<file path="src/rtl/calc_pkg.sv">
// calc_pkg: shared types and key codes for the keypad calculator control path.
package calc_pkg;

  typedef enum logic [2:0] {
    ENTER_A     = 3'b000,
    ENTER_B     = 3'b001,
    ENTER_OP    = 3'b010,
    WAIT_ALU    = 3'b011,
    SHOW_RESULT = 3'b100
  } calcstate_t;

  typedef enum logic [1:0] {
    OP_ADD = 2'd0,
    OP_SUB = 2'd1,
    OP_MUL = 2'd2,
    OP_AND = 2'd3
  } alu_op_t;

  localparam logic [4:0] KEY_ADD = 5'h10;
  localparam logic [4:0] KEY_SUB = 5'h11;
  localparam logic [4:0] KEY_MUL = 5'h12;
  localparam logic [4:0] KEY_EXE = 5'h13;
  localparam logic [4:0] KEY_AND = 5'h14;
  localparam logic [4:0] KEY_CLR = 5'h15;

  typedef struct packed {
    logic    valid;
    alu_op_t op;
  } op_decode_t;

  // Map an operator key code onto an ALU operation; EXE and anything else is invalid.
  function automatic op_decode_t decode_op(input logic [4:0] code);
    op_decode_t d;
    d.valid = 1'b1;
    d.op    = OP_ADD;
    case (code)
      KEY_ADD: d.op = OP_ADD;
      KEY_SUB: d.op = OP_SUB;
      KEY_MUL: d.op = OP_MUL;
      KEY_AND: d.op = OP_AND;
      default: d.valid = 1'b0;
    endcase
    return d;
  endfunction

endpackage

</file>
<file path="src/rtl/calc_sequencer_if.sv">
// calc_sequencer_if: entry-path, keypad and ALU signals of the calculator sequencer.
// master = sequencer side, slave = environment (entry block / ALU / display) side.
interface calc_sequencer_if;
  import calc_pkg::*;

  logic          store_i;
  logic [15:0]   operand_i;
  logic          key_valid_i;
  logic [4:0]    key_code_i;
  calcstate_t    calcstate_o;
  logic [15:0]   alu_a_o;
  logic [15:0]   alu_b_o;
  alu_op_t       alu_op_o;
  logic          alu_start_o;
  logic          alu_done_i;
  logic [15:0]   alu_result_i;
  logic [15:0]   result_o;
  logic          result_valid_o;
  logic          err_o;

  modport master (
    input  store_i, operand_i, key_valid_i, key_code_i, alu_done_i, alu_result_i,
    output calcstate_o, alu_a_o, alu_b_o, alu_op_o, alu_start_o,
           result_o, result_valid_o, err_o
  );

  modport slave (
    output store_i, operand_i, key_valid_i, key_code_i, alu_done_i, alu_result_i,
    input  calcstate_o, alu_a_o, alu_b_o, alu_op_o, alu_start_o,
           result_o, result_valid_o, err_o
  );

endinterface

</file>
<file path="src/rtl/calc_timeout_ctr.sv">
// calc_timeout_ctr: ALU wait counter. clear zeroes, load presets LOAD_VALUE,
// enable counts up and holds once ALU_TIMEOUT is reached (expired).
module calc_timeout_ctr #(
  parameter int unsigned ALU_TIMEOUT = 64,
  parameter int unsigned LOAD_VALUE  = 1
) (
  input  logic clk,
  input  logic reset,
  input  logic clear,
  input  logic load,
  input  logic enable,
  output logic expired
);
  localparam int unsigned CNT_W = $clog2(ALU_TIMEOUT + 1);

  logic [CNT_W-1:0] count;

  assign expired = (count == CNT_W'(ALU_TIMEOUT));

  // Wait-cycle counter, saturating at the timeout value.
  always_ff @(posedge clk) begin
    if (reset || clear) begin
      count <= '0;
    end else if (load) begin
      count <= CNT_W'(LOAD_VALUE);
    end else if (enable && !expired) begin
      count <= count + 1'b1;
    end
  end

endmodule

</file>
<file path="src/rtl/calc_sequencer.sv">
// calc_sequencer: top-level control FSM of the keypad calculator.
// Optional feature: define CALC_CHAIN_EN so a store in SHOW_RESULT carries the
// result into operand A and continues at ENTER_OP (chained operations).
module calc_sequencer
  import calc_pkg::*;
#(
  parameter int unsigned ALU_TIMEOUT = 64
) (
  input logic              clk,
  input logic              reset,
  calc_sequencer_if.master bus
);

  calcstate_t  state;
  alu_op_t     op;
  logic [15:0] opa;
  logic [15:0] opb;
  logic [15:0] result;
  logic        result_valid;
  logic        err;
  logic        alu_start;

  logic        clear_key;
  op_decode_t  op_dec;
  logic        ctr_clear;
  logic        ctr_load;
  logic        ctr_enable;
  logic        ctr_expired;

  // Key/operator decode and timeout counter control.
  always_comb begin
    clear_key  = bus.key_valid_i && (bus.key_code_i == KEY_CLR);
    op_dec     = decode_op(bus.operand_i[4:0]);
    // Counter sits at 0 outside WAIT_ALU, is preset to 1 at the end of the
    // start cycle and then counts once per cycle until done or expiry.
    ctr_clear  = clear_key || (state != WAIT_ALU);
    ctr_load   = (state == WAIT_ALU) && alu_start;
    ctr_enable = (state == WAIT_ALU) && !alu_start;
  end

  calc_timeout_ctr #(
    .ALU_TIMEOUT (ALU_TIMEOUT),
    .LOAD_VALUE  (1)
  ) u_timeout (
    .clk     (clk),
    .reset   (reset),
    .clear   (ctr_clear),
    .load    (ctr_load),
    .enable  (ctr_enable),
    .expired (ctr_expired)
  );

  // Sequencer FSM with registered outputs; priority reset > CLEAR > done > timeout > store.
  always_ff @(posedge clk) begin
    if (reset || clear_key) begin
      state        <= ENTER_A;
      opa          <= '0;
      opb          <= '0;
      op           <= OP_ADD;
      result       <= '0;
      result_valid <= 1'b0;
      err          <= 1'b0;
      alu_start    <= 1'b0;
    end else begin
      alu_start <= 1'b0;
      case (state)
        ENTER_A: begin
          if (bus.store_i) begin
            opa   <= bus.operand_i;
            state <= ENTER_OP;
          end
        end
        ENTER_OP: begin
          if (bus.store_i) begin
            if (op_dec.valid) begin
              op    <= op_dec.op;
              state <= ENTER_B;
            end else begin
              err <= 1'b1;
            end
          end
        end
        ENTER_B: begin
          if (bus.store_i) begin
            opb       <= bus.operand_i;
            alu_start <= 1'b1;
            state     <= WAIT_ALU;
          end
        end
        WAIT_ALU: begin
          // Done during the start cycle is not honoured.
          if (!alu_start) begin
            if (bus.alu_done_i) begin
              result       <= bus.alu_result_i;
              result_valid <= 1'b1;
              state        <= SHOW_RESULT;
            end else if (ctr_expired) begin
              err   <= 1'b1;
              state <= ENTER_A;
            end
          end
        end
        SHOW_RESULT: begin
          if (bus.store_i) begin
            opb          <= '0;
            op           <= OP_ADD;
            result_valid <= 1'b0;
`ifdef CALC_CHAIN_EN
            opa          <= result;
            state        <= ENTER_OP;
`else
            opa          <= '0;
            state        <= ENTER_A;
`endif
          end
        end
        default: state <= ENTER_A;
      endcase
    end
  end

  assign bus.calcstate_o    = state;
  assign bus.alu_a_o        = opa;
  assign bus.alu_b_o        = opb;
  assign bus.alu_op_o       = op;
  assign bus.alu_start_o    = alu_start;
  assign bus.result_o       = result;
  assign bus.result_valid_o = result_valid;
  assign bus.err_o          = err;

endmodule

</file>
<file path="src/flat_wrapper.sv">
// flat-port wrapper written by rule: the top's interface ports become plain ports
module calc_sequencer_flat import calc_pkg::*;
#(
  parameter int unsigned ALU_TIMEOUT = 64
)
  (clk, reset, bus_store_i, bus_operand_i, bus_key_valid_i, bus_key_code_i, bus_alu_done_i, bus_alu_result_i, bus_calcstate_o, bus_alu_a_o, bus_alu_b_o, bus_alu_op_o, bus_alu_start_o, bus_result_o, bus_result_valid_o, bus_err_o);
  calc_sequencer_if bus_i ();
  input logic clk;
  input logic reset;
  input wire logic [$bits(bus_i.store_i)-1:0] bus_store_i;
  input wire logic [$bits(bus_i.operand_i)-1:0] bus_operand_i;
  input wire logic [$bits(bus_i.key_valid_i)-1:0] bus_key_valid_i;
  input wire logic [$bits(bus_i.key_code_i)-1:0] bus_key_code_i;
  input wire logic [$bits(bus_i.alu_done_i)-1:0] bus_alu_done_i;
  input wire logic [$bits(bus_i.alu_result_i)-1:0] bus_alu_result_i;
  output wire logic [$bits(bus_i.calcstate_o)-1:0] bus_calcstate_o;
  output wire logic [$bits(bus_i.alu_a_o)-1:0] bus_alu_a_o;
  output wire logic [$bits(bus_i.alu_b_o)-1:0] bus_alu_b_o;
  output wire logic [$bits(bus_i.alu_op_o)-1:0] bus_alu_op_o;
  output wire logic [$bits(bus_i.alu_start_o)-1:0] bus_alu_start_o;
  output wire logic [$bits(bus_i.result_o)-1:0] bus_result_o;
  output wire logic [$bits(bus_i.result_valid_o)-1:0] bus_result_valid_o;
  output wire logic [$bits(bus_i.err_o)-1:0] bus_err_o;
  assign bus_i.store_i = bus_store_i;
  assign bus_i.operand_i = bus_operand_i;
  assign bus_i.key_valid_i = bus_key_valid_i;
  assign bus_i.key_code_i = bus_key_code_i;
  assign bus_i.alu_done_i = bus_alu_done_i;
  assign bus_i.alu_result_i = bus_alu_result_i;
  assign bus_calcstate_o = bus_i.calcstate_o;
  assign bus_alu_a_o = bus_i.alu_a_o;
  assign bus_alu_b_o = bus_i.alu_b_o;
  assign bus_alu_op_o = bus_i.alu_op_o;
  assign bus_alu_start_o = bus_i.alu_start_o;
  assign bus_result_o = bus_i.result_o;
  assign bus_result_valid_o = bus_i.result_valid_o;
  assign bus_err_o = bus_i.err_o;
  calc_sequencer #(.ALU_TIMEOUT(ALU_TIMEOUT)) u_core (.clk(clk), .reset(reset), .bus(bus_i));
endmodule
</file>
<file path="config.mk">
export PLATFORM = sky130hd
export DESIGN_NAME = calc_sequencer_flat
export DESIGN_NICKNAME = d
export VERILOG_FILES = /design/src/rtl/calc_pkg.sv /design/src/rtl/calc_sequencer_if.sv /design/src/rtl/calc_timeout_ctr.sv /design/src/rtl/calc_sequencer.sv /design/src/flat_wrapper.sv
export SDC_FILE = /design/constraint.sdc
export NUM_CORES = 1
export LEC_CHECK = 0
export BUFFER_PORTS_ARGS = -buffer_cell sky130_fd_sc_hd__buf_2
export CELL_PAD_IN_SITES_DETAIL_PLACEMENT = 1
export CELL_PAD_IN_SITES_GLOBAL_PLACEMENT = 1
export CORE_AREA = 2 2 93 95
export DETAILED_ROUTE_END_ITERATION = 10
export DIE_AREA = 0 0 95 97
export PLACE_DENSITY = 0.85
export SLEW_MARGIN = 5
export SYNTH_ARGS = -nofsm -noshare
export SYNTH_HDL_FRONTEND = slang
export SYNTH_SLANG_ARGS = --single-unit
</file>
<file path="constraint.sdc">
create_clock -name clk -period 2.2 [get_ports clk]
set_clock_uncertainty 0.05 [all_clocks]
set_input_delay 0.44 -clock clk [delete_from_list [all_inputs] [get_ports clk]]
set_output_delay 0.44 -clock clk [all_outputs]
set_load 0.005 [all_outputs]
</file>
==> results.tsv, run 1 <==
metric	value	unit
finalWorstSetupSlack	0.269	ns
intPower	1950	µW
status	completed	
slew_viol_final	0	
grt_max_degree	44	
yosys_register_bits	63	
dpl_worst_slack	0.304	ns
hold_class	input pin to register	
dp.cells	530	
reg2reg_depth	4	
drive_above_1_share	0.286	
fin_setup_tns	0	ns
gp_congestion	0.731	
layout_commonest_cell	buf_2	
routed_via_density	5.02	
cts_setup_buffers	0	
ctsHtreeMaxLevel	3	
swShare	0.228	
track_usage	0.188	
period_share	0.878	
endpoint_kind	output pin	
worstSetupPathType	register to output pin	
cts_inserted_buffers	9	
ys_seq_area_frac	0.454	
r2r-end	u_core.bus.result_o[11]	
min_to	u_core.bus.result_o[12]	
tightestPinTransition	0.733	ns
power.net_switching	577	µW
clock_latency	0.34	ns
fmax	518	MHz
power_frac_clock	0.450	
rsz0062_at_grt	false	
ioPinCount	98	
synthArstFlopShare	0	
ir_worst_vdd	0.395	mV
fin_crit	1.93	ns
final_area	3570	µm²
grt-ovfl-total	0	
crit_fanout	29	
pwr-share-seq	0.467	
yosysWarnings	0	
syn-num-nets	389	
die-width	95	µm
r2r-start	u_core.bus.calcstate_o[1]	
antenna_left	0	
worst_ep_required_time	1.71	ns
routed_wl	8340	µm
drtIter0Drc	72	
cts_hold_buf	0	
cts_resized	0	
p_comb_frac	0.083	
initial_core_util	0.342	
r2r_slack	0.34	ns
whs_path_depth	3	
firstDrtPassIters	4	
port-buffer-count	97	
synthFlopType	dfxtp_1	
min_from	bus_alu_result_i[12]	
num_rows	33	
hpwl	5990	µm
syn_to_final_growth	28.5	%
drv_cap	0	
utilization	0.439	
die_area	9220	µm²
hold_viol_final	0	
final_nets	480	
antenna_cells	0	
synth.distinct_cells	39	
instances_no_fill	546	
fillers	1044	
avgSynthCellArea	8.05	µm²
vias	2742	
clkSinkCount	63	
synth_area	2780	µm²
final_cell_mix	buf_2 (97), nand2_1 (72), dfxtp_1 (63)	
grt_pass1_vias	2834	
post_dp_cell_area	3350	µm²
post_drt_wl_per_cell	15.3	µm
grt_pass1_wl	13500	µm
synth_cells	345	
path_clk_slew	0.07	ns
power.leakage	0.00154	µW
drcViolationCount	0	
die_h	97	µm
antenna_found_initial	0	
synth_edf_count	0	
coreArea	8130	µm²
cts-root-buf	clkbuf_8	
power.density	709	nW/µm²
setup_violations	0	
critPathArrivalTime	1.44	ns
cp-start-kind	register	
maxSlewHeadroom	0.511	
cts_buffer_depth	2	
cts_tree	yes	
[power by group through the flow]
stage	combinational (µW)	sequential, µW	clock (µW)
after floorplan	108	1200	0
after global placement	206	1210	0
after detailed placement	212	1210	0
after CTS	214	1180	1170
after global routing	237	1180	1230
final	209	1180	1140
[sequential cells by signal, indices dropped and copies added, names as in the netlist]
| signal | cells |
|---|---|
| u_core.bus.alu_a_o | 16 |
| u_core.bus.alu_b_o | 16 |
| u_core.bus.err_o | 1 |
| u_core.bus.alu_op_o | 2 |
| u_core.u_timeout.count | 7 |
| u_core.bus.result_o | 16 |
| u_core.bus.calcstate_o | 3 |
| u_core.bus.result_valid_o | 1 |
| u_core.bus.alu_start_o | 1 |
[kinds of logic after synthesis]
kind of cell	count (synthesis)	share of synthesized area
compound gates	81	0.172
xor+xnor	7	0.0221
fa+ha+maj	3	0.0126
buf+inv	30	0.0495
flops	63	0.454
mux	1	0.00360
simple gates	160	0.287
[layout make-up]
cell class / count / area, µm² / area share
clock inverters: 3 / 65.1 / 0.0182
well taps: 105 / 131 / 0.0368
flip-flops and latches: 63 / 1260 / 0.353
repair buffers: 104 / 551 / 0.154
clock buffers: 13 / 159 / 0.0445
multi-input cells: 252 / 1380 / 0.387
inverters: 6 / 22.5 / 0.00631
[synth_stat cells, types with 2 or more instances]
cell,number,share of area
nand3b_4,2,0.014
clkbuf_1,10,0.014
a22oi_1,16,0.043
a21oi_1,39,0.070
xnor2_1,6,0.019
nor3_1,3,0.0054
nand3b_1,2,0.0054
buf_2,7,0.013
inv_1,5,0.0068
buf_4,4,0.011
o21ai_0,17,0.031
nand3_1,19,0.034
dfxtp_1,63,0.45
nor3b_2,2,0.0090
buf_1,2,0.0027
nand2b_1,20,0.045
a211oi_1,4,0.011
nand2_1,72,0.097
nor2_1,31,0.042
ha_1,2,0.0090
[metal layers]
metal / vias to the layer above / part of all wire / global-route usage
met5: - / 0 / 0
met4: 0 / 0.013 / 0.0702
met3: 11 / 0.080 / 0.0584
met2: 84 / 0.50 / 0.318
met1: 1297 / 0.40 / 0.220
li1: 1350 / - / -
[per-stage QoR]
| step | total power, µW | hold WS, ns |
|---|---|---|
| 2_1_floorplan | 1310 | 0.398 |
| 3_3_place_gp | 1410 | 0.388 |
| 3_5_place_dp | 1420 | 0.394 |
| 4_1_cts | 2570 | 0.275 |
| 5_1_grt | 2650 | 0.278 |
| 6_report | 2530 | 0.287 |
[how the worst max path moves through the flow]
stage / start / to / slack, ns / cells past startpoint
floorplan: bus_key_code_i[1] / u_core.bus.alu_b_o[10] / 0.62 / 5
global placement: bus_key_code_i[2] / u_core.u_timeout.count[1] / 0.39 / 5
detailed placement: bus_key_code_i[2] / u_core.u_timeout.count[1] / 0.30 / 5
CTS: u_core.bus.calcstate_o[2] / bus_calcstate_o[2] / 0.25 / 2
global route: u_core.bus.calcstate_o[2] / bus_calcstate_o[2] / 0.15 / 2
finish: u_core.bus.calcstate_o[2] / bus_calcstate_o[2] / 0.27 / 2
[critical path, cell delays in order, from the launching register on]
cell,delay (ns)
dfxtp_1,0.57
buf_4,0.36
buf_2,0.17
Note: power is estimated with default switching activity, not from simulation.
==> run 2: changes to the inputs <==
--- a/config.mk
+++ b/config.mk
@@ -9,6 +9,7 @@
 export CELL_PAD_IN_SITES_DETAIL_PLACEMENT = 1
 export CELL_PAD_IN_SITES_GLOBAL_PLACEMENT = 1
 export CORE_AREA = 2 2 93 95
+export CTS_BUF_LIST = sky130_fd_sc_hd__clkbuf_16
 export DETAILED_ROUTE_END_ITERATION = 10
 export DIE_AREA = 0 0 95 97
 export PLACE_DENSITY = 0.85
==> run 2 against run 1 <==
Power is 12% higher. Setup slack improved by 0.013 ns. Global-route usage is 0.13 points lower.
==> results.tsv, run 2 (synthesis results as in run 1) <==
metric	value	unit
slew_viol_final	0	
die_area	9220	µm²
r2r-start	u_core.bus.calcstate_o[1]	
pwr-share-seq	0.416	
endpoint_kind	output pin	
min_from	bus_alu_result_i[12]	
post_drt_wl_per_cell	15.3	µm
gp_congestion	0.731	
worstSetupPathType	register to output pin	
wl_met2	4170	µm
cts_inserted_buffers	9	
tightestPinTransition	0.717	ns
period_share	0.872	
hold_viol_final	0	
met3_length	627	µm
multi_input_area	1380	µm²
final_nets	480	
wl_met1	3540	µm
routed_wl	8380	µm
firstDrtPassIters	4	
drive_above_1_share	0.281	
critPathArrivalTime	1.43	ns
layout_commonest_cell	buf_2	
ioPinCount	98	
r2r_slack	0.36	ns
setup_violations	0	
seqCellArea	1260	µm²
status	completed	
initial_core_util	0.342	
routed_via_density	5.05	
power.net_switching	617	µW
syn_to_final_growth	31.4	%
r2r-end	u_core.bus.result_o[11]	
crit_fanout	29	
reg2reg_depth	4	
swShare	0.217	
drtIter0Drc	62	
antenna_cells	0	
power_frac_clock	0.510	
cts_hold_buf	0	
grt_pass1_wl	13500	µm
power.density	779	nW/µm²
grt-ovfl-total	0	
intPower	2230	µW
maxSlewHeadroom	0.522	
path_clk_slew	0.05	ns
coreArea	8130	µm²
num_rows	33	
cp-start-kind	register	
cts_setup_buffers	0	
min_to	u_core.bus.result_o[12]	
hold_class	input pin to register	
clock_latency	0.32	ns
whs_path_depth	3	
die_h	97	µm
vias	2759	
fillers	1033	
port-buffer-count	97	
ctsHtreeMaxLevel	3	
grt_pass1_vias	2782	
rsz0062_at_grt	false	
fmax	521	MHz
final_cell_mix	buf_2 (97), nand2_1 (72), dfxtp_1 (63)	
hpwl	5990	µm
power.leakage	0.00158	µW
ir_worst_vdd	0.333	mV
grt_max_degree	44	
instances_no_fill	546	
clkSinkCount	63	
antenna_found_initial	0	
cts_buffer_depth	2	
fin_crit	1.92	ns
dp.cells	530	
antenna_left	0	
worstSetupStartpoint	u_core.bus.calcstate_o[2]	
drv_cap	0	
die-width	95	µm
p_comb_frac	0.074	
fin_setup_tns	0	ns
top_layer_used	met4	
track_usage	0.187	
drcViolationCount	0	
cts_resized	0	
cts-root-buf	clkbuf_16	
worst_ep_required_time	1.71	ns
cts_tree	yes	
run 2: cell count changes in the layout (fill, tap and decap cells not counted), sizes merged:
cell	change
inv	+2
clkinv	+2
clkbuf	-4
run 2: power groups by stage:
stage,Sequential [µW],Clock (µW),Combinational (µW)
floorplan,1200,0,108
global placement,1210,0,206
detailed placement,1210,0,212
CTS,1180,1490,214
global route,1190,1550,236
finish,1180,1450,209
run 2: worst max-delay path by stage:
stage                                end  slack [ns]  depth (start not counted)
2_1_floorplan     u_core.bus.alu_b_o[10]        0.62                          5
3_3_place_gp   u_core.u_timeout.count[1]        0.39                          5
3_5_place_dp   u_core.u_timeout.count[1]        0.30                          5
4_1_cts               bus_calcstate_o[2]        0.27                          2
5_1_grt               bus_calcstate_o[2]        0.16                          2
6_report              bus_calcstate_o[2]        0.28                          2
run 2: area by class of cell:
class,instances,share of cell area
clock buffer,9,0.0617
clock inverter,7,0.0219
inverter,6,0.00617
multi-input combinational,252,0.378
sequential,63,0.345
tap,105,0.0360
timing repair buffer,104,0.151
run 2: per-stage QoR:
step	hold slack (ns)	cell area [µm²]	utilization	power (µW)	setup slack (ns)
3_3_place_gp	0.388	3350	0.411	1410	0.385
5_1_grt	0.299	3650	0.449	2970	0.161
2_1_floorplan	0.398	2780	-	1310	0.622
6_report	0.307	3650	0.449	2850	0.282
3_5_place_dp	0.394	3350	0.411	1420	0.304
4_1_cts	0.301	3650	0.449	2890	0.274
run 2: worst max-delay path, stage by stage (launching register included):
cell and delay, ns:
dfxtp_1 0.57, buf_4 0.36, buf_2 0.17
run 2: metal layers:
layer | GRT usage | up-vias
li1 | - | 1354
met1 | 0.222 | 1317
met2 | 0.310 | 82
met3 | 0.0701 | 6
met4 | 0.0535 | 0
met5 | 0 | -
